File: src/rtl/i3c_reg_access_arbiter.sv
// i3c_reg_access_arbiter: round-robin sharing of the RCD register-file port between the I3C slave (port 0) and internal logic (port 1); optional ack timeout under I3C_ARB_TIMEOUT_EN
module i3c_reg_access_arbiter #(
    parameter int ADDR_W      = 8,
    parameter int DATA_W      = 8,
    parameter int NUM_REGS    = 256,
    parameter int TIMEOUT_CYC = 64
) (
    input  logic              clk,
    input  logic              rst,
    input  logic              p0_req_valid,
    output logic              p0_req_ready,
    input  logic              p0_req_we,
    input  logic [ADDR_W-1:0] p0_req_addr,
    input  logic [DATA_W-1:0] p0_req_wdata,
    output logic              p0_rsp_valid,
    input  logic              p1_req_valid,
    output logic              p1_req_ready,
    input  logic              p1_req_we,
    input  logic [ADDR_W-1:0] p1_req_addr,
    input  logic [DATA_W-1:0] p1_req_wdata,
    output logic              p1_rsp_valid,
    input  logic              rsp_ready,
    output logic [DATA_W-1:0] rsp_rdata,
    output logic              rsp_err,
    output logic              reg_req,
    output logic              reg_we,
    output logic [ADDR_W-1:0] reg_addr,
    output logic [DATA_W-1:0] reg_wdata,
    input  logic [DATA_W-1:0] reg_rdata,
    input  logic              reg_ack,
    output logic              arb_busy
);
    typedef enum logic [1:0] {IDLE, ISSUE, RESP} state_t;
    state_t            state;
    logic              last_grant;
    logic              port;
    logic              gnt0;
    logic              gnt1;
    logic              gnt_we;
    logic [ADDR_W-1:0] gnt_addr;
    logic [DATA_W-1:0] gnt_wdata;
    logic              gnt_illegal;
    logic              timeout;

    // a lone requester wins; a tie goes to the port that was not served last
    always_comb begin
        gnt0         = p0_req_valid && (!p1_req_valid || last_grant);
        gnt1         = p1_req_valid && (!p0_req_valid || !last_grant);
        p0_req_ready = (state == IDLE) && !rst && gnt0;
        p1_req_ready = (state == IDLE) && !rst && gnt1;
        gnt_we       = gnt1 ? p1_req_we : p0_req_we;
        gnt_addr     = gnt1 ? p1_req_addr : p0_req_addr;
        gnt_wdata    = gnt1 ? p1_req_wdata : p0_req_wdata;
        gnt_illegal  = 32'(gnt_addr) >= NUM_REGS;
    end

    assign arb_busy = state != IDLE;

`ifdef I3C_ARB_TIMEOUT_EN
    localparam int CW = $clog2(TIMEOUT_CYC + 1);
    logic [CW-1:0] cnt;

    // ack-wait counter, restarted while idle so every access starts from zero
    always_ff @(posedge clk or posedge rst) begin
        if (rst)
            cnt <= '0;
        else if (state != ISSUE)
            cnt <= '0;
        else
            cnt <= cnt + CW'(1);
    end

    assign timeout = (state == ISSUE) && !reg_ack && (cnt == CW'(TIMEOUT_CYC - 1));
`else
    assign timeout = 1'b0;
`endif

    // accept one transaction, run the register-file handshake, hold the completion until consumed
    always_ff @(posedge clk or posedge rst) begin
        if (rst) begin
            state        <= IDLE;
            last_grant   <= 1'b1;
            port         <= 1'b0;
            reg_req      <= 1'b0;
            reg_we       <= 1'b0;
            reg_addr     <= '0;
            reg_wdata    <= '0;
            p0_rsp_valid <= 1'b0;
            p1_rsp_valid <= 1'b0;
            rsp_rdata    <= '0;
            rsp_err      <= 1'b0;
        end else begin
            case (state)
                IDLE: if (gnt0 || gnt1) begin
                    port       <= gnt1;
                    last_grant <= gnt1;
                    reg_we     <= gnt_we;
                    reg_addr   <= gnt_addr;
                    reg_wdata  <= gnt_wdata;
                    if (gnt_illegal) begin
                        state        <= RESP;
                        rsp_err      <= 1'b1;
                        rsp_rdata    <= '0;
                        p0_rsp_valid <= !gnt1;
                        p1_rsp_valid <= gnt1;
                    end else begin
                        state   <= ISSUE;
                        reg_req <= 1'b1;
                    end
                end
                ISSUE: if (reg_ack || timeout) begin
                    state        <= RESP;
                    reg_req      <= 1'b0;
                    rsp_err      <= !reg_ack;
                    rsp_rdata    <= (reg_ack && !reg_we) ? reg_rdata : '0;
                    p0_rsp_valid <= !port;
                    p1_rsp_valid <= port;
                end
                RESP: if (rsp_ready) begin
                    state        <= IDLE;
                    p0_rsp_valid <= 1'b0;
                    p1_rsp_valid <= 1'b0;
                    rsp_rdata    <= '0;
                    rsp_err      <= 1'b0;
                end
                default: state <= IDLE;
            endcase
        end
    end
endmodule
File: config.mk
export PLATFORM = sky130hd
export DESIGN_NAME = i3c_reg_access_arbiter
export DESIGN_NICKNAME = d
export VERILOG_FILES = /design/src/rtl/i3c_reg_access_arbiter.sv
export SDC_FILE = /design/constraint.sdc
export NUM_CORES = 1
export LEC_CHECK = 0
export ABC_AREA = 1
export CORE_MARGIN = 2
export CORE_UTILIZATION = 36
export CTS_CLUSTER_DIAMETER = 200
export CTS_CLUSTER_SIZE = 40
export DETAILED_ROUTE_END_ITERATION = 16
export GPL_ROUTABILITY_DRIVEN = 1
export GPL_TIMING_DRIVEN = 0
export PLACE_DENSITY = 0.76
export SETUP_SLACK_MARGIN = 0.2
export SKIP_CTS_REPAIR_TIMING = 1
export SYNTH_ARGS = -nofsm -noshare
export SYNTH_HDL_FRONTEND = slang
export SYNTH_SLANG_ARGS = --single-unit
export TNS_END_PERCENT = 100
File: constraint.sdc
create_clock -name clk -period 1.4 [get_ports clk]
set_input_delay 0.21 -clock clk [delete_from_list [all_inputs] [get_ports clk]]
set_output_delay 0.21 -clock clk [all_outputs]
set_load 0.05 [all_outputs]
* Yosys cells after proc, flatten, opt, wreduce, memory -nomap -nowiden
Cells that the tools add are included.
Storage, ports and cells: flip-flop bits (word level) 33, input bits 48, logic and storage cells 61
Operators by class: equality and inequality tests 5, mux-type cells 21, reductions and logical operators 24
Operators by type and width (number):
- two-way mux 8 bit | 5
- case mux 8 bit (2 select lines) | 1
- AND reduction 3 bit | 3
- case mux 1 bit (2 select lines) | 4
- logical NOT 1 bit | 7
- two-way mux 1 bit | 7
- logical AND 1 bit | 6
- two-way mux 2 bit | 3
- case mux 2 bit (3 select lines) | 1
- nonzero test 2 bit | 3
- != test 2 bit, second input constant | 2
- logical OR 1 bit | 3
- equality test 2 x 1 -> 1 bit, second input constant | 1
- equality test 2 bit, second input constant | 1
- logical NOT 2 bit | 1
- != test 2 x 1 -> 1 bit, second input constant | 1
- AND reduction 2 bit | 1

* Longest topological paths before layout
Gate-level depths: netlist (run 1).
depth after elaboration 6, gate-level depth with buffers 7, mapped depth without buffers 6

* Worst setup path after synthesis (run 1)
OpenSTA, ideal clock, no wires.
kind input to output, start point input port rst, end point output port p0_req_ready, arrival 1863 ps, required time 1190 ps, setup slack -673 ps, cell stages on the path 3, path buffers 0, cell sequence inv_1 nand3_1 a21oi_1
On the way: longest elaborated chain between the ends 3
Ends and longest elaborated chain:
- start, declared | line 9 | input logic rst,
- logical NOT 1 bit (no line)
- logical AND 1 bit (2 in series) | line 49 | p0_req_ready = (state == IDLE) && !rst && gnt0;
- end, declared | line 11 | output logic p0_req_ready,
No other way between the ends.

* Final worst setup path (run 1)
start point register last_grant, end point output port p1_req_ready
On the way: longest elaborated chain between the ends 4
Ends and longest elaborated chain:
- start, declared | line 35 | logic last_grant;
- start signal, assigned | line 96 | last_grant <= gnt1;
- logical NOT 1 bit | line 48 | gnt1 = p1_req_valid && (!p0_req_valid || !last_grant);
- logical OR 1 bit | line 48
- logical AND 1 bit | line 48
- logical AND 1 bit | line 50 | p1_req_ready = (state == IDLE) && !rst && gnt1;
- end, declared | line 17 | output logic p1_req_ready,
No other way between the ends.

==> results.toml, run 1 <==
[power_and_ir_drop]
switching_share_pct = 50.9
p_seq_share_pct = 27.9
leakage_nw = 1.46
p_switching_w = 0.00291
powerDensity_mw_per_mm2 = 2110
pwr-share-clk_pct = 13.8
vdd.ir_drop.worst_mv = 1.20
totalPowerFinal_w = 0.00572
p_int_w = 0.00281
p_comb_share_pct = 58.3

[synthesis]
ys_seq_area_share_pct = 50.0
synthTopCellsByArea = "dfrtp_1, nand2_1, nand3_1, inv_1, buf_6"
yosys_warnings = 0
synth_top_area_share_pct = 48.4
synth_fp_nets = 265
synth_top_cell_by_area = "dfrtp_1"
syn_inst = 217
ys_types = 18
synthArstFlopShare_pct = 100
yosys_most_used_dff = "dfrtp_1"
avgSynthCellArea_sq_um = 7.62
syn_area_sq_mm = 0.00165
synth_edf_count = 0
ys_ff_latch = 33

[placed_design]
dp_cells = 348
gp_congestion = 0.786
hpwl_um = 3080
port_buffers = 79
placed_area_sq_mm = 0.00256

[timing]
setup_ws_ns = -0.157
rsz0062_at_grt = "yes"
tns_ns = -0.311
fin_crit_sh_pct = 111
maxSlewViolCount = 0
skew_ns = 0.00312
maxSlewHeadroom_pct = 44.0
setup_viol = 2
hold_violations = 0
fmax_ghz = 0.642
layout_min_cycle_time_ns = 1.56
tightest_slew_ns = 0.836

[status]
outcome = "finished, violations left"
violations = "setup timing"

[global_routing]
grt_pass1_vias = 1612
grt_first_pass_wirelength_um = 7260
gr-total-overflow = 0
grt_usage_pct = 18.0
grt_start_max_net_pins = 35
antenna_found_initial = 0

[cells_and_area]
final_cell_mix = "nand2_1, clkdlybuf4s50_1, nand3_1, dfrtp_1, clkbuf_2"
n_fill_cell = 409
drive_gt1_share_pct = 26.0
utilization_pct = 61.7
design_area_sq_mm = 0.00271
layout.cells.non_filler = 371
fin_nets = 366
final_common_cell = "nand2_1"
n_antenna_cell = 0
area_growth_pct = 63.7

[worst_setup_path]
startpoint_type = "register"
critPathMaxFanout = 3
cp-end-kind = "output port"
timing_worst_setup_path_type = "register to output port"
required_ns = 1.19
cp.arrival_ns = 1.35

[floorplan]
dieWidth_um = 71.8
core_area_sq_mm = 0.00438
ioPinCount = 80
die_height_um = 71.8
die_area_sq_mm = 0.00515
floorplan.rows = 24
initial_core_util_pct = 37.7

[route]
final_antenna_net_count = 0
drt-initial-drc-count = 85
drt_wl_total_um = 4770
wire_per_inst_um = 12.9
viasPerCell = 4.63
drtPass1Iterations = 4
num_vias = 1716
drc = 0

[clock_tree]
clk_pin_slew_ns = 0.07
clk_latency_ns = 0.28
cts_buffers = 5
clock-sinks = 33
cts_buffer_depth = 2
root_buffer = "clkbuf_8"
cts_max_level = 2
cts_tree = "done"

[flow_run]
cap_viol_max_count = 0

[worst_hold_path]
hold_class = "input port to asynchronous set/reset pin"
## metrics by stage
stage / hold WS, ns / setup WS, ns
2_1_floorplan: 0.152 / 0.127
3_3_place_gp: 0.445 / -1.34
3_5_place_dp: 0.457 / -1.40
4_1_cts: 0.466 / -1.39
5_1_grt: 0.0936 / -0.214
6_report: 0.0906 / -0.157
## cells by family (layout without fill, tap and decap cells)
| kind of cell | Yosys count | after routing | synth area share, % |
|---|---|---|---|
| and+or+nand+nor | 152 | 152 | 39.3 |
| DFF | 33 | 33 | 50.0 |
| buffers and inverters | 24 | 126 | 7.87 |
| AOI/OAI and AO/OA | 8 | 8 | 2.80 |
## critical path: stages, from the launching register on
cell,delay (ns)
dfstp_2,0.57
nand2_4,0.07
buf_8,0.14
nand3_4,0.09
nor2_4,0.05
buf_8,0.15
## sequential cells by signal (all words and copies together) (netlist names)
signal,count
reg_wdata,8
rsp_err,1
p0_rsp_valid,1
last_grant,1
reg_req,1
reg_addr,8
port,1
reg_we,1
p1_rsp_valid,1
state,2
rsp_rdata,8
## synthesized netlist by cell type, types with 2 or more instances
cell / instances
buf_4: 2
nand2_2: 2
dfrtp_1: 32
nor2_4: 2
inv_1: 15
buf_2: 2
buf_6: 4
nor2_1: 10
o21ai_0: 5
nand3_1: 39
nand2_1: 97
## layout make-up
class	instances	area (sq um)	share of cell area, %
Buffer	8	90.1	3.33
Timing Repair inverter	1	5.00	0.185
Inverter	16	63.8	2.36
Timing Repair Buffer	93	795	29.4
Multi-Input combinational cell	160	758	28.0
Tap cell	52	65.1	2.40
Sequential cell	33	828	30.6
Clock inverter	1	5.00	0.185
Clock buffer	7	96.3	3.56
## routing by layer
layer / GRT usage, % / share of wire (%)
met5: 0 / 0
met4: 6.92 / 1.4
met3: 5.20 / 7.9
met2: 29.1 / 48
met1: 22.8 / 43
## worst paths after layout
kind	end	cells past startpoint	slack, ns	from
min in group clk	p0_rsp_valid$_DFFE_PP0P_	1	0.46	port$_DFFE_PP0P_
min	reg_we$_DFFE_PP0P_	3	0.09	rst
max	p1_req_ready	5	-0.16	last_grant$_DFFE_PP1P_
max in group asynchronous	p0_rsp_valid$_DFFE_PP0P_	2	0.79	rst
min reg2reg	p0_rsp_valid$_DFFE_PP0P_	1	0.46	port$_DFFE_PP0P_
max reg2reg	reg_wdata[5]$_DFFE_PP0P_	6	0.04	state[1]$_DFFE_PP0P_
## power groups by stage
stage / Sequential [W] / Clock [W] / Combinational (W)
floorplan: 0.00270 / 0 / 0.00114
global placement: 0.00160 / 0 / 0.00333
detailed placement: 0.00159 / 0 / 0.00337
CTS: 0.00159 / 0.000806 / 0.00338
global route: 0.00164 / 0.000844 / 0.00357
finish: 0.00160 / 0.000790 / 0.00333
(Power assumes the default switching activity.)
==> run 2, diff against run 1 <==
Settings changed: CORE_ASPECT_RATIO set to 1.1.
==> run 2 against run 1 <==
Compared with the run above: the flow still finishes with violations (setup timing); sequential share of layout area about the same; critical path depth unchanged; cell count increased by 0.81%; core utilization up 0.43 points; worst setup slack gained 0.038 ns; fmax up 2.5%; critical endpoint unchanged; via count increased by 3.2%; die area barely moved; clock skew grew 0.00087 ns; sequential power barely moved; largest power group unchanged; combinational power increased by 2%; first-iteration DRC count shrank 38%.
==> results.toml, run 2 (synthesis gave the netlist of run 1 again) <==
[timing]
fmax_ghz = 0.658
setup_viol = 2
maxSlewViolCount = 0
hold_violations = 0
setup_ws_ns = -0.119
hold_slack_ns = 0.106
rsz0062_at_grt = "yes"
layout_min_cycle_time_ns = 1.52
tns_ns = -0.219
maxSlewHeadroom_pct = 43.7
fin_crit_sh_pct = 108
tightest_slew_ns = 0.840
skew_ns = 0.00399

[floorplan]
die_area_sq_mm = 0.00515
ioPinCount = 80
dieWidth_um = 68.6
initial_core_util_pct = 38.0
die_height_um = 75.1
core_area_sq_mm = 0.00435
floorplan.rows = 25

[clock_tree]
clk_latency_ns = 0.28
root_buffer = "clkbuf_8"
clk_pin_slew_ns = 0.07
cts_buffers = 5
cts_buffer_depth = 2
cts_max_level = 2
clock-sinks = 33
cts_tree = "done"

[route]
wire_per_inst_um = 12.7
drt-initial-drc-count = 53
viasPerCell = 4.74
drc = 0
drtPass1Iterations = 4
drt_wl_total_um = 4740
num_vias = 1771
final_antenna_net_count = 0

[power_and_ir_drop]
powerDensity_mw_per_mm2 = 2130
p_int_w = 0.00284
pwr-share-clk_pct = 13.5
p_comb_share_pct = 58.8
p_seq_share_pct = 27.6
leakage_nw = 1.46
switching_share_pct = 50.6
vdd.ir_drop.worst_mv = 1.28
p_switching_w = 0.00291

[worst_setup_path]
required_ns = 1.19
reg2reg_slack_ns = 0.02
startpoint_type = "register"
critPathMaxFanout = 3
r2r-end = "reg_wdata[6]$_DFFE_PP0P_"
cp-end-kind = "output port"
r2r-start = "state[1]$_DFFE_PP0P_"
timing_worst_setup_path_type = "register to output port"
cp.arrival_ns = 1.31
r2r_cells = 7

[worst_hold_path]
hold_class = "input port to asynchronous set/reset pin"

[flow_run]
cap_viol_max_count = 0

[cells_and_area]
reg_top3 = "reg_addr (8), reg_wdata (8), rsp_rdata (8)"
n_antenna_cell = 0
final_cell_mix = "nand2_1, clkdlybuf4s50_1, nand3_1, dfrtp_1, clkbuf_2"
area_growth_pct = 63.5
utilization_pct = 62.2
fin_nets = 367
final_common_cell = "nand2_1"
drive_gt1_share_pct = 24.7

[status]
outcome = "finished, violations left"
violations = "setup timing"

[global_routing]
grt_usage_pct = 17.9
grt_start_max_net_pins = 35
grt_first_pass_wirelength_um = 6870
gr-total-overflow = 0
grt_pass1_vias = 1571
antenna_found_initial = 0

[placed_design]
hpwl_um = 3200
gp_congestion = 0.780
port_buffers = 79
-- run 2: stage by stage --
step                      area [sq um]  total power, W  worst slack, ns  cells
final                             2700         0.00575           -0.119    374
after CTS                         2660         0.00577            -1.37    358
after global routing              2700         0.00611           -0.155    374
after detailed placement          2560         0.00497            -1.37    350
after global placement            2560         0.00493            -1.36    350
after floorplan                   1700         0.00383            0.127    217
-- run 2: worst max path at each step --
stage	from	end	slack, ns	depth (start not counted)
2_1_floorplan	rst	p0_req_ready	0.13	3
3_3_place_gp	rst	p0_req_ready	-1.36	5
3_5_place_dp	rst	p0_req_ready	-1.37	5
4_1_cts	rst	p0_req_ready	-1.37	5
5_1_grt	state[1]$_DFFE_PP0P_	p0_req_ready	-0.15	4
6_report	last_grant$_DFFE_PP1P_	p1_req_ready	-0.12	5
-- run 2: routing by layer --
layer / up-vias / part of all wire, % / GRT usage (%)
li1: 887 / - / -
met1: 808 / 43 / 22.4
met2: 71 / 48 / 29.9
met3: 5 / 7.9 / 4.93
met4: 0 / 1.0 / 5.78
met5: - / 0 / 0
-- run 2: area by class of cell --
type                            instances  area [sq um]
Clock buffer                            7          96.3
Clock inverter                          1          5.00
Sequential cell                        33           828
Tap cell                               54          67.6
Fill cell                             391          1650
Inverter                               16          66.3
Timing Repair inverter                  1          5.00
Multi-Input combinational cell        160           756
Timing Repair Buffer                   94           787
Buffer                                  8          91.3
-- run 2: critical path, cell delays in order, from the launching register on --
cell     delay [ns]
dfstp_2        0.55
nand2_4        0.06
buf_8          0.13
nand3_4        0.09
nor2_4         0.04
buf_8          0.15
-- run 2: power by group through the flow --
| stage | Clock, W | Sequential (W) | Combinational [W] |
|---|---|---|---|
| 4_1_cts | 0.000800 | 0.00159 | 0.00338 |
| 3_3_place_gp | 0 | 0.00159 | 0.00334 |
| 5_1_grt | 0.000836 | 0.00164 | 0.00364 |
| 6_report | 0.000779 | 0.00159 | 0.00338 |
| 2_1_floorplan | 0 | 0.00270 | 0.00114 |
| 3_5_place_dp | 0 | 0.00160 | 0.00337 |
==> run 3, diff against run 2 <==
Settings changed: CORE_UTILIZATION 36 to 43, CTS_CLUSTER_SIZE 40 to 10, PLACE_DENSITY 0.76 to 0.85.
Clock period 1.4 ns to 1.8 ns, I/O delays scaled along.
==> run 3 against run 2 <==
Compared with the run above: the flow now finishes without violations; sequential cell count unchanged; wire length decreased by 1.7%; via count down 3.1%; critical path depth unchanged; die area shrank 15%; cell count shrank 2.4%; clock power shrank 30%; clock skew is 0.0040 ns higher; critical path type is now input port to output port; largest power group unchanged.
==> results.toml, run 3 (synthesis gave the netlist of run 1 again) <==
[status]
outcome = "finished, final reports clean"

[placed_design]
placed_area_sq_mm = 0.00252
hpwl_um = 3130
gp_congestion = 0.832
port_buffers = 79
dp_cells = 346

[route]
num_vias = 1716
final_antenna_net_count = 0
wire_per_inst_um = 12.8
viasPerCell = 4.70
drc = 0
drtPass1Iterations = 4
drt_wl_total_um = 4670
drt-initial-drc-count = 107

[cells_and_area]
n_antenna_cell = 0
final_common_cell = "nand2_1"
layout.cells.non_filler = 365
area_growth_pct = 68.2
reg_top3 = "reg_addr (8), reg_wdata (8), rsp_rdata (8)"
design_area_sq_mm = 0.00278
fin_nets = 362
final_cell_mix = "nand2_1, clkdlybuf4s50_1, nand3_1, dlymetal6s2s_1, dfrtp_1"
drive_gt1_share_pct = 14.0

[global_routing]
grt_pass1_vias = 1716
antenna_found_initial = 0
grt_start_max_net_pins = 35
gr-total-overflow = 0
grt_usage_pct = 21.8
grt_first_pass_wirelength_um = 7530

[floorplan]
core_area_sq_mm = 0.00365
die_area_sq_mm = 0.00436
die_height_um = 69.0
dieWidth_um = 63.1
ioPinCount = 80
floorplan.rows = 23
initial_core_util_pct = 45.2

[timing]
maxSlewViolCount = 0
fin_crit_sh_pct = 97.5
hold_violations = 0
skew_ns = 0.00802
maxSlewHeadroom_pct = 48.3
tightest_slew_ns = 0.772
layout_min_cycle_time_ns = 1.76
fmax_ghz = 0.570
setup_viol = 0
rsz0062_at_grt = "yes"

[flow_run]
cap_viol_max_count = 0

[clock_tree]
cts_max_level = 2
cts_buffer_depth = 2
cts_tree = "done"
clk_latency_ns = 0.29
clock-sinks = 33
cts_buffers = 5
clk_pin_slew_ns = 0.07
root_buffer = "clkbuf_8"

[power_and_ir_drop]
powerDensity_mw_per_mm2 = 1590
totalPowerFinal_w = 0.00441
vdd.ir_drop.worst_mv = 0.874
leakage_nw = 1.77

[worst_setup_path]
critPathMaxFanout = 5
cp-end-kind = "output port"
cp.arrival_ns = 1.49
required_ns = 1.53
startpoint_type = "input port"
timing_worst_setup_path_type = "input port to output port"

[worst_hold_path]
hold_class = "input port to asynchronous set/reset pin"
run 3: changes by cell type in the layout (fill, tap and decap cells not counted), moves of 2 or more:
cell / previous run / this run
buf_6: 8 / 5
clkbuf_2: 29 / 2
dlymetal6s2s_1: 3 / 31
nand3_2: 2 / 0
clkbuf_8: 7 / 5
nand3_1: 36 / 38
buf_8: 4 / 1
run 3: area by class of cell:
cell class / count / area (sq um)
multi-input combinational: 160 / 719
sequential: 33 / 828
inverter: 16 / 63.8
clock inverter: 3 / 17.5
clock buffer: 5 / 68.8
timing repair buffer: 89 / 935
tap: 50 / 62.6
fill: 275 / 875
buffer: 8 / 80.1
timing repair inverter: 1 / 5.00
run 3: critical path, cell delays in order:
cell,delay [ns]
clkdlybuf4s50_1,0.52
clkinvlp_4,0.17
nand3_1,0.10
a21oi_2,0.13
clkbuf_2,0.29
run 3: worst paths after layout:
check	from	endpoint	slack, ns	cells past startpoint
min reg2reg	port$_DFFE_PP0P_	p0_rsp_valid$_DFFE_PP0P_	0.47	1
min in group clk	port$_DFFE_PP0P_	p0_rsp_valid$_DFFE_PP0P_	0.47	1
max in group asynchronous	rst	reg_addr[2]$_DFFE_PP0P_	0.84	2
max	rst	p0_req_ready	0.04	5
min	rst	rsp_rdata[7]$_DFFE_PP0P_	0.47	3
max reg2reg	last_grant$_DFFE_PP1P_	reg_wdata[0]$_DFFE_PP0P_	0.46	8
run 3: routing by layer:
| metal | track usage, % | routed length [um] | vias up | part of all wire, % |
|---|---|---|---|---|
| li1 | - | - | 873 | - |
| met1 | 25.9 | 1950 | 771 | 42 |
| met2 | 36.8 | 2330 | 62 | 50 |
| met3 | 6.69 | 312 | 10 | 6.7 |
| met4 | 7.90 | 70 | 0 | 1.5 |
| met5 | 0 | 0 | - | 0 |
run 3: power by group:
part | internal [W] | switching [W]
clock | 0.000267 | 0.000282
combinational | 0.000886 | 0.00175
sequential | 0.00105 | 0.000176
total | 0.00220 | 0.00221
run 3: stage by stage:
step / TNS (ns) / util (%) / hold slack, ns / worst slack, ns
floorplan: 0 / - / 0.208 / 0.267
global placement: -1.86 / 68.8 / 0.443 / -1.02
detailed placement: -1.93 / 68.8 / 0.457 / -1.07
CTS: -2.12 / 71.2 / 0.467 / -1.08
global route: 0 / 76.1 / 0.478 / 0.0189
finish: 0 / 76.1 / 0.466 / 0.0444
